$ cat config.mk
export PLATFORM = sky130hd
export DESIGN_NAME = axi4_lite_master
export DESIGN_NICKNAME = d
export VERILOG_FILES = /design/src/rtl/axi4_lite_pkg.sv /design/src/rtl/axi4_lite_master.sv
export SDC_FILE = /design/constraint.sdc
export NUM_CORES = 1
export LEC_CHECK = 0
export ABC_AREA = 0
export CAP_MARGIN = 5
export CORE_ASPECT_RATIO = 1.2
export CORE_MARGIN = 10
export CORE_UTILIZATION = 41
export DETAILED_ROUTE_END_ITERATION = 6
export HOLD_SLACK_MARGIN = 0.1
export PLACE_DENSITY = 0.85
export SLEW_MARGIN = 10
export SYNTH_ARGS = -nofsm -noshare
export SYNTH_HDL_FRONTEND = slang
export SYNTH_SLANG_ARGS = --single-unit
export TNS_END_PERCENT = 1
$ cat constraint.sdc
create_clock -name clk -period 2 [get_ports clk]
set_clock_uncertainty 0.15 [all_clocks]
set_input_delay 0.2 -clock clk [delete_from_list [all_inputs] [get_ports clk]]
set_output_delay 0.2 -clock clk [all_outputs]
set_load 0.02 [all_outputs]
$ cat src/rtl/axi4_lite_pkg.sv
// Shared AXI4-Lite definitions: response codes and the master FSM state type.
package axi4_lite_pkg;

    localparam logic [1:0] RESP_OKAY   = 2'b00;
    localparam logic [1:0] RESP_EXOKAY = 2'b01;
    localparam logic [1:0] RESP_SLVERR = 2'b10;
    localparam logic [1:0] RESP_DECERR = 2'b11;

    localparam logic [3:0] WSTRB_ALL = 4'hF;

    typedef enum logic [2:0] {
        IDLE,
        WR_ADDR_DATA,
        WR_RESP,
        RD_ADDR,
        RD_RESP,
        RESPOND
    } state_t;

endpackage

$ cat src/rtl/axi4_lite_master.sv
// Single-outstanding AXI4-Lite master driven by a request/response command port.
// Optional feature: define AXI4_LITE_MASTER_WSTRB_EN to expose req_wstrb; otherwise writes use full strobes.
module axi4_lite_master
    import axi4_lite_pkg::*;
#(
    parameter int addr_width = 7
) (
    input  logic                  clk,
    input  logic                  rst_n,

    input  logic                  req_valid,
    output logic                  req_ready,
    input  logic                  req_write,
    input  logic [addr_width-1:0] req_addr,
    input  logic [31:0]           req_wdata,
`ifdef AXI4_LITE_MASTER_WSTRB_EN
    input  logic [3:0]            req_wstrb,
`endif

    output logic                  rsp_valid,
    input  logic                  rsp_ready,
    output logic                  rsp_write,
    output logic [31:0]           rsp_rdata,
    output logic [1:0]            rsp_resp,

    output logic [addr_width-1:0] m_axi_awaddr,
    output logic [2:0]            m_axi_awprot,
    output logic                  m_axi_awvalid,
    input  logic                  m_axi_awready,

    output logic [31:0]           m_axi_wdata,
    output logic [3:0]            m_axi_wstrb,
    output logic                  m_axi_wvalid,
    input  logic                  m_axi_wready,

    input  logic [1:0]            m_axi_bresp,
    input  logic                  m_axi_bvalid,
    output logic                  m_axi_bready,

    output logic [addr_width-1:0] m_axi_araddr,
    output logic [2:0]            m_axi_arprot,
    output logic                  m_axi_arvalid,
    input  logic                  m_axi_arready,

    input  logic [31:0]           m_axi_rdata,
    input  logic [1:0]            m_axi_rresp,
    input  logic                  m_axi_rvalid,
    output logic                  m_axi_rready
);

    state_t                state_q, state_d;
    logic                  req_ready_q, req_ready_d;
    logic [addr_width-1:0] addr_q, addr_d;
    logic [31:0]           wdata_q, wdata_d;
    logic [3:0]            wstrb_q, wstrb_d;
    logic                  awvalid_q, awvalid_d;
    logic                  wvalid_q, wvalid_d;
    logic                  bready_q, bready_d;
    logic                  arvalid_q, arvalid_d;
    logic                  rready_q, rready_d;
    logic                  rsp_valid_q, rsp_valid_d;
    logic                  rsp_write_q, rsp_write_d;
    logic [31:0]           rsp_rdata_q, rsp_rdata_d;
    logic [1:0]            rsp_resp_q, rsp_resp_d;
    logic [3:0]            req_strb;

`ifdef AXI4_LITE_MASTER_WSTRB_EN
    assign req_strb = req_wstrb;
`else
    assign req_strb = WSTRB_ALL;
`endif

    always_comb begin
        state_d     = state_q;
        req_ready_d = req_ready_q;
        addr_d      = addr_q;
        wdata_d     = wdata_q;
        wstrb_d     = wstrb_q;
        awvalid_d   = awvalid_q;
        wvalid_d    = wvalid_q;
        bready_d    = bready_q;
        arvalid_d   = arvalid_q;
        rready_d    = rready_q;
        rsp_valid_d = rsp_valid_q;
        rsp_write_d = rsp_write_q;
        rsp_rdata_d = rsp_rdata_q;
        rsp_resp_d  = rsp_resp_q;

        case (state_q)
            IDLE: begin
                // req_ready comes up on the first edge after reset release
                req_ready_d = 1'b1;
                if (req_valid && req_ready_q) begin
                    req_ready_d = 1'b0;
                    addr_d      = req_addr;
                    wdata_d     = req_wdata;
                    wstrb_d     = req_strb;
                    if (req_write) begin
                        state_d   = WR_ADDR_DATA;
                        awvalid_d = 1'b1;
                        wvalid_d  = 1'b1;
                    end else begin
                        state_d   = RD_ADDR;
                        arvalid_d = 1'b1;
                    end
                end
            end
            WR_ADDR_DATA: begin
                // AW and W retire independently; never re-raised once accepted
                awvalid_d = awvalid_q && !m_axi_awready;
                wvalid_d  = wvalid_q && !m_axi_wready;
                if (!awvalid_d && !wvalid_d) begin
                    state_d  = WR_RESP;
                    bready_d = 1'b1;
                end
            end
            WR_RESP: begin
                if (m_axi_bvalid) begin
                    state_d     = RESPOND;
                    bready_d    = 1'b0;
                    rsp_valid_d = 1'b1;
                    rsp_write_d = 1'b1;
                    rsp_rdata_d = 32'h0;
                    rsp_resp_d  = m_axi_bresp;
                end
            end
            RD_ADDR: begin
                if (m_axi_arready) begin
                    state_d   = RD_RESP;
                    arvalid_d = 1'b0;
                    rready_d  = 1'b1;
                end
            end
            RD_RESP: begin
                if (m_axi_rvalid) begin
                    state_d     = RESPOND;
                    rready_d    = 1'b0;
                    rsp_valid_d = 1'b1;
                    rsp_write_d = 1'b0;
                    rsp_rdata_d = m_axi_rdata;
                    rsp_resp_d  = m_axi_rresp;
                end
            end
            RESPOND: begin
                if (rsp_ready) begin
                    state_d     = IDLE;
                    rsp_valid_d = 1'b0;
                    req_ready_d = 1'b1;
                end
            end
            default: begin
                state_d     = IDLE;
                req_ready_d = 1'b0;
                awvalid_d   = 1'b0;
                wvalid_d    = 1'b0;
                bready_d    = 1'b0;
                arvalid_d   = 1'b0;
                rready_d    = 1'b0;
                rsp_valid_d = 1'b0;
            end
        endcase
    end

    always_ff @(posedge clk or negedge rst_n) begin
        if (!rst_n) begin
            state_q     <= IDLE;
            req_ready_q <= 1'b0;
            addr_q      <= '0;
            wdata_q     <= 32'h0;
            wstrb_q     <= 4'h0;
            awvalid_q   <= 1'b0;
            wvalid_q    <= 1'b0;
            bready_q    <= 1'b0;
            arvalid_q   <= 1'b0;
            rready_q    <= 1'b0;
            rsp_valid_q <= 1'b0;
            rsp_write_q <= 1'b0;
            rsp_rdata_q <= 32'h0;
            rsp_resp_q  <= RESP_OKAY;
        end else begin
            state_q     <= state_d;
            req_ready_q <= req_ready_d;
            addr_q      <= addr_d;
            wdata_q     <= wdata_d;
            wstrb_q     <= wstrb_d;
            awvalid_q   <= awvalid_d;
            wvalid_q    <= wvalid_d;
            bready_q    <= bready_d;
            arvalid_q   <= arvalid_d;
            rready_q    <= rready_d;
            rsp_valid_q <= rsp_valid_d;
            rsp_write_q <= rsp_write_d;
            rsp_rdata_q <= rsp_rdata_d;
            rsp_resp_q  <= rsp_resp_d;
        end
    end

    assign req_ready     = req_ready_q;
    assign rsp_valid     = rsp_valid_q;
    assign rsp_write     = rsp_write_q;
    assign rsp_rdata     = rsp_rdata_q;
    assign rsp_resp      = rsp_resp_q;

    assign m_axi_awaddr  = addr_q;
    assign m_axi_awprot  = 3'b000;
    assign m_axi_awvalid = awvalid_q;
    assign m_axi_wdata   = wdata_q;
    assign m_axi_wstrb   = wstrb_q;
    assign m_axi_wvalid  = wvalid_q;
    assign m_axi_bready  = bready_q;
    assign m_axi_araddr  = addr_q;
    assign m_axi_arprot  = 3'b000;
    assign m_axi_arvalid = arvalid_q;
    assign m_axi_rready  = rready_q;

endmodule

==> impl_results.md <==
- Status: finished clean
- CP max stage delay: between 0.6 and 0.7 ns
- Area growth syn-to-layout: 55.1%
- RR Endpoint: state_q[0]
- Critical Path Sink Type: output pin
- Top cells by count, synth: 85 x dfrtp_1, 75 x nand2_1, 35 x mux2_2
- Multiplexer area fraction after synthesis: around 13%
- Leading post-synthesis cells by cell area: dfrtp_1 57%, mux2_2 11%, nand2_1 7.5%, o21ai_1 4.3%, buf_4 3.8%
- Clock-pin slew on the worst setup and hold paths: approximately 0.090 ns
- Max-slew headroom: 52.4%
- Placed cell area: around 5500 um^2
- Final Max Slew Viols: 0
- WP data arrival: 1.53 ns
- Worst Path Buf+Inv: 1
- Antenna-violating nets left: 0
- Area share of and/or/nand/nor cells after synthesis: a little under an eighth
- Area of the multi-input gates: roughly 1400 um^2
- First-pass GRT wire length: roughly 17,000 um
- Die H: about 120 um
- Routability Congestion: between 0.9 and 1
- TritonCTS clock tree: built
- Final hold violation count: 0
- Share of the synthesized area in the top cell type: a little under three fifths
- DRC Markers: 0
- Dpl hpwl: approximately 8500 um
- CP delay by family, top: buffers and inverters
- Fin area: just under 6000 um^2
- Reg2reg setup slack: roughly 0.19 ns
- DR iter-0 viols: between 100 and 150
- Setup violations, final: 0
- Netlist Area Pre-Place: approximately 3700 um^2
- Count leader, synth: dfrtp_1
- Initial Util: between 40% and 50%
- Filler cell count: 693
- Vias/cell: ~4.8
- Compound-Gate Fraction of Synth Area: about a tenth
- Largest fanout on the critical path: 6
- Worst Slack Setup Final: 0.119 ns
- Synth cell types: 40
- Leak pwr: around 2.4 nW
- Core ar.: approximately 9000 um^2
- Total Routing Usage GR: between 10% and 20%
- Mean post-synth cell area: around 11 um^2
- Hold path start: m_axi_rdata[24]
- Row cnt: 38
- Worst path slowest cell: clkdlybuf4s50_1
- Number of global-route vias before repair: 3,126
- Ports: 183
- Die area: ~13,000 um^2
- XOR/XNOR Fraction of Synth Area: 0%
- Layout Nets: ~600
- RSZ-0062 raised after global routing: no
- Peak supply drop: 0.000860 V
- Largest family of logic cells by synthesized area: multiplexers
- Hold Slack: between 0.2 and 0.25 ns
- Buffers on Ports: 176
- Max-Cap Viols: 0
- Slew @ Worst Pin: slightly above 0.7 ns
- Worst setup SP type: flop
- Grt ovf: 0
- Die W: 107 um
- Ys Warns: 0
- Crit path from: req_ready
- Post-CTS repair timing setup buffer count: 0
- Final worst path period share: between 90 and 100%
- Final wirelength: about 11,000 um
- FFs w/ async S/R, synth: 100%
- H-Tree Depth: 3
- Largest net degree at the start of global routing: 69
- Worst Path Class, Setup: reg2out
- Drt first pass iters: 4
- Worst r2r path cells: 6
- Root Buffer: clkbuf_8
- Crit path cell chain: clkdlybuf4s50_1
- Hold Crit Depth: 3
- WL per Instance: 17.6 um
- Clock latency on the worst-skew pair: ~0.35 ns
- Sequential-to-total area share from yosys stat: a little under three fifths
- PwrDens: roughly 1700 nW/um^2
- Data required, critical path: ~1.7 ns
- Total Power: 9.69 mW
- TritonCTS buffer count: 9
- WP depth: 1
- Post-Synth Adder-Cell Area: 0.670%
- Dominant synthesized flop cell: dfrtp_1
- Number of synthesized flops with an enable pin: 0
- Max Buffers Root-to-Sink: 2
- Setup TNS Final: 0 ns
- Initial antenna violation count: 0
- End point of the critical path: req_ready
- Min cycle time layout: ~1.9 ns
- CTS sink count: 85
- Via count: between 3,000 and 4,000
- Hold Crit Class: in2reg
- Register Area: 2130 um^2
- Fmax: ~530 MHz
- Yosys top cell by area: dfrtp_1
- FF+latch count, synth: 85
- Post-Place Setup Slack: 0.104 ns
- # diodes: 0
- Worst r2r src: state_q[2]
- Post-Syn Instances: between 300 and 400
- Layout cells sized above 1: between 10 and 15%
==> kinds of logic after synthesis <==
logic type,Yosys count
other cells,1
simple gates,97
flops,85
compound gates,63
fa+ha+maj,2
buf+inv,40
mux,42
==> area by class of cell <==
cell class	instances	area share, %
inverter	5	0.324
clock buffer	13	2.74
timing repair buffer	190	33.1
clock inverter	3	1.17
sequential	85	36.7
multi-input combinational	210	23.3
tap	120	2.59
==> layout by cell type, fill, tap and decap left out, types with 3 or more instances in the layout <==
cell type,synthesis,routed
nor2_1,4,4
conb_1,1,6
buf_12,0,4
mux2_1,4,4
nand3_1,4,4
mux2_2,35,35
a31oi_1,3,3
a21oi_1,4,4
inv_1,4,4
o21ai_0,6,6
buf_4,19,9
o21ai_1,32,32
nand2b_1,4,4
clkdlybuf4s50_1,0,175
a22o_1,4,4
mux2i_1,3,3
clkbuf_8,0,11
nand2_1,75,75
dfrtp_1,85,84
==> worst min-delay path by stage <==
stage,to,slack (ns)
detailed placement,m_axi_wdata[9],-0.06
floorplan,m_axi_araddr[0],-0.25
finish,rsp_rdata[24],0.23
CTS,rsp_rdata[24],0.21
global route,rsp_rdata[23],0.23
global placement,m_axi_wdata[9],-0.06
==> worst register-to-register path: stages (launching register included) <==
cell	delay, ns
dfrtp_1	0.60
inv_2	0.12
ha_1	0.28
nand3_1	0.14
o21ai_0	0.09
a221oi_1	0.25
a31oi_1	0.07
==> stage by stage <==
| stage | utilization [%] | std cells |
|---|---|---|
| CTS | 64.5 | 626 |
| finish | 64.5 | 626 |
| global route | 64.5 | 626 |
| floorplan | - | 335 |
| global placement | 61.7 | 608 |
| detailed placement | 61.7 | 608 |
==> flip-flops by register name, indices dropped and copies added (netlist names) <==
register	count
m_axi_wdata	32
rsp_rdata	32
m_axi_araddr	7
state_q	3
rsp_resp	2
m_axi_arvalid	1
m_axi_awvalid	1
m_axi_bready	1
m_axi_rready	1
m_axi_wstrb	1
m_axi_wvalid	1
req_ready	1
rsp_valid	1
rsp_write	1
==> per-layer routing <==
| metal | GRT usage, % | routed length [um] |
|---|---|---|
| met4 | 7.90 | 257 |
| met1 | 17.0 | 3970 |
| met5 | 0 | 0 |
| met3 | 2.95 | 479 |
| met2 | 30.4 | 6310 |
==> what timing repair did <==
| action | in CTS | in global routing |
|---|---|---|
| setup endpoints to repair | 0 | 8 |
| gates resized for setup | 0 | 1 |
| hold buffers | 2 | 0 |
| hold endpoints to repair | 85 | 0 |
==> report_power, final <==
group          total (mW)  internal [mW]  switching, mW
registers            3.09           2.56          0.526
clock network        1.37          0.774          0.595
logic                5.23           2.59           2.64
total                9.69           5.92           3.76
Power figures use the tool's default switching activity.
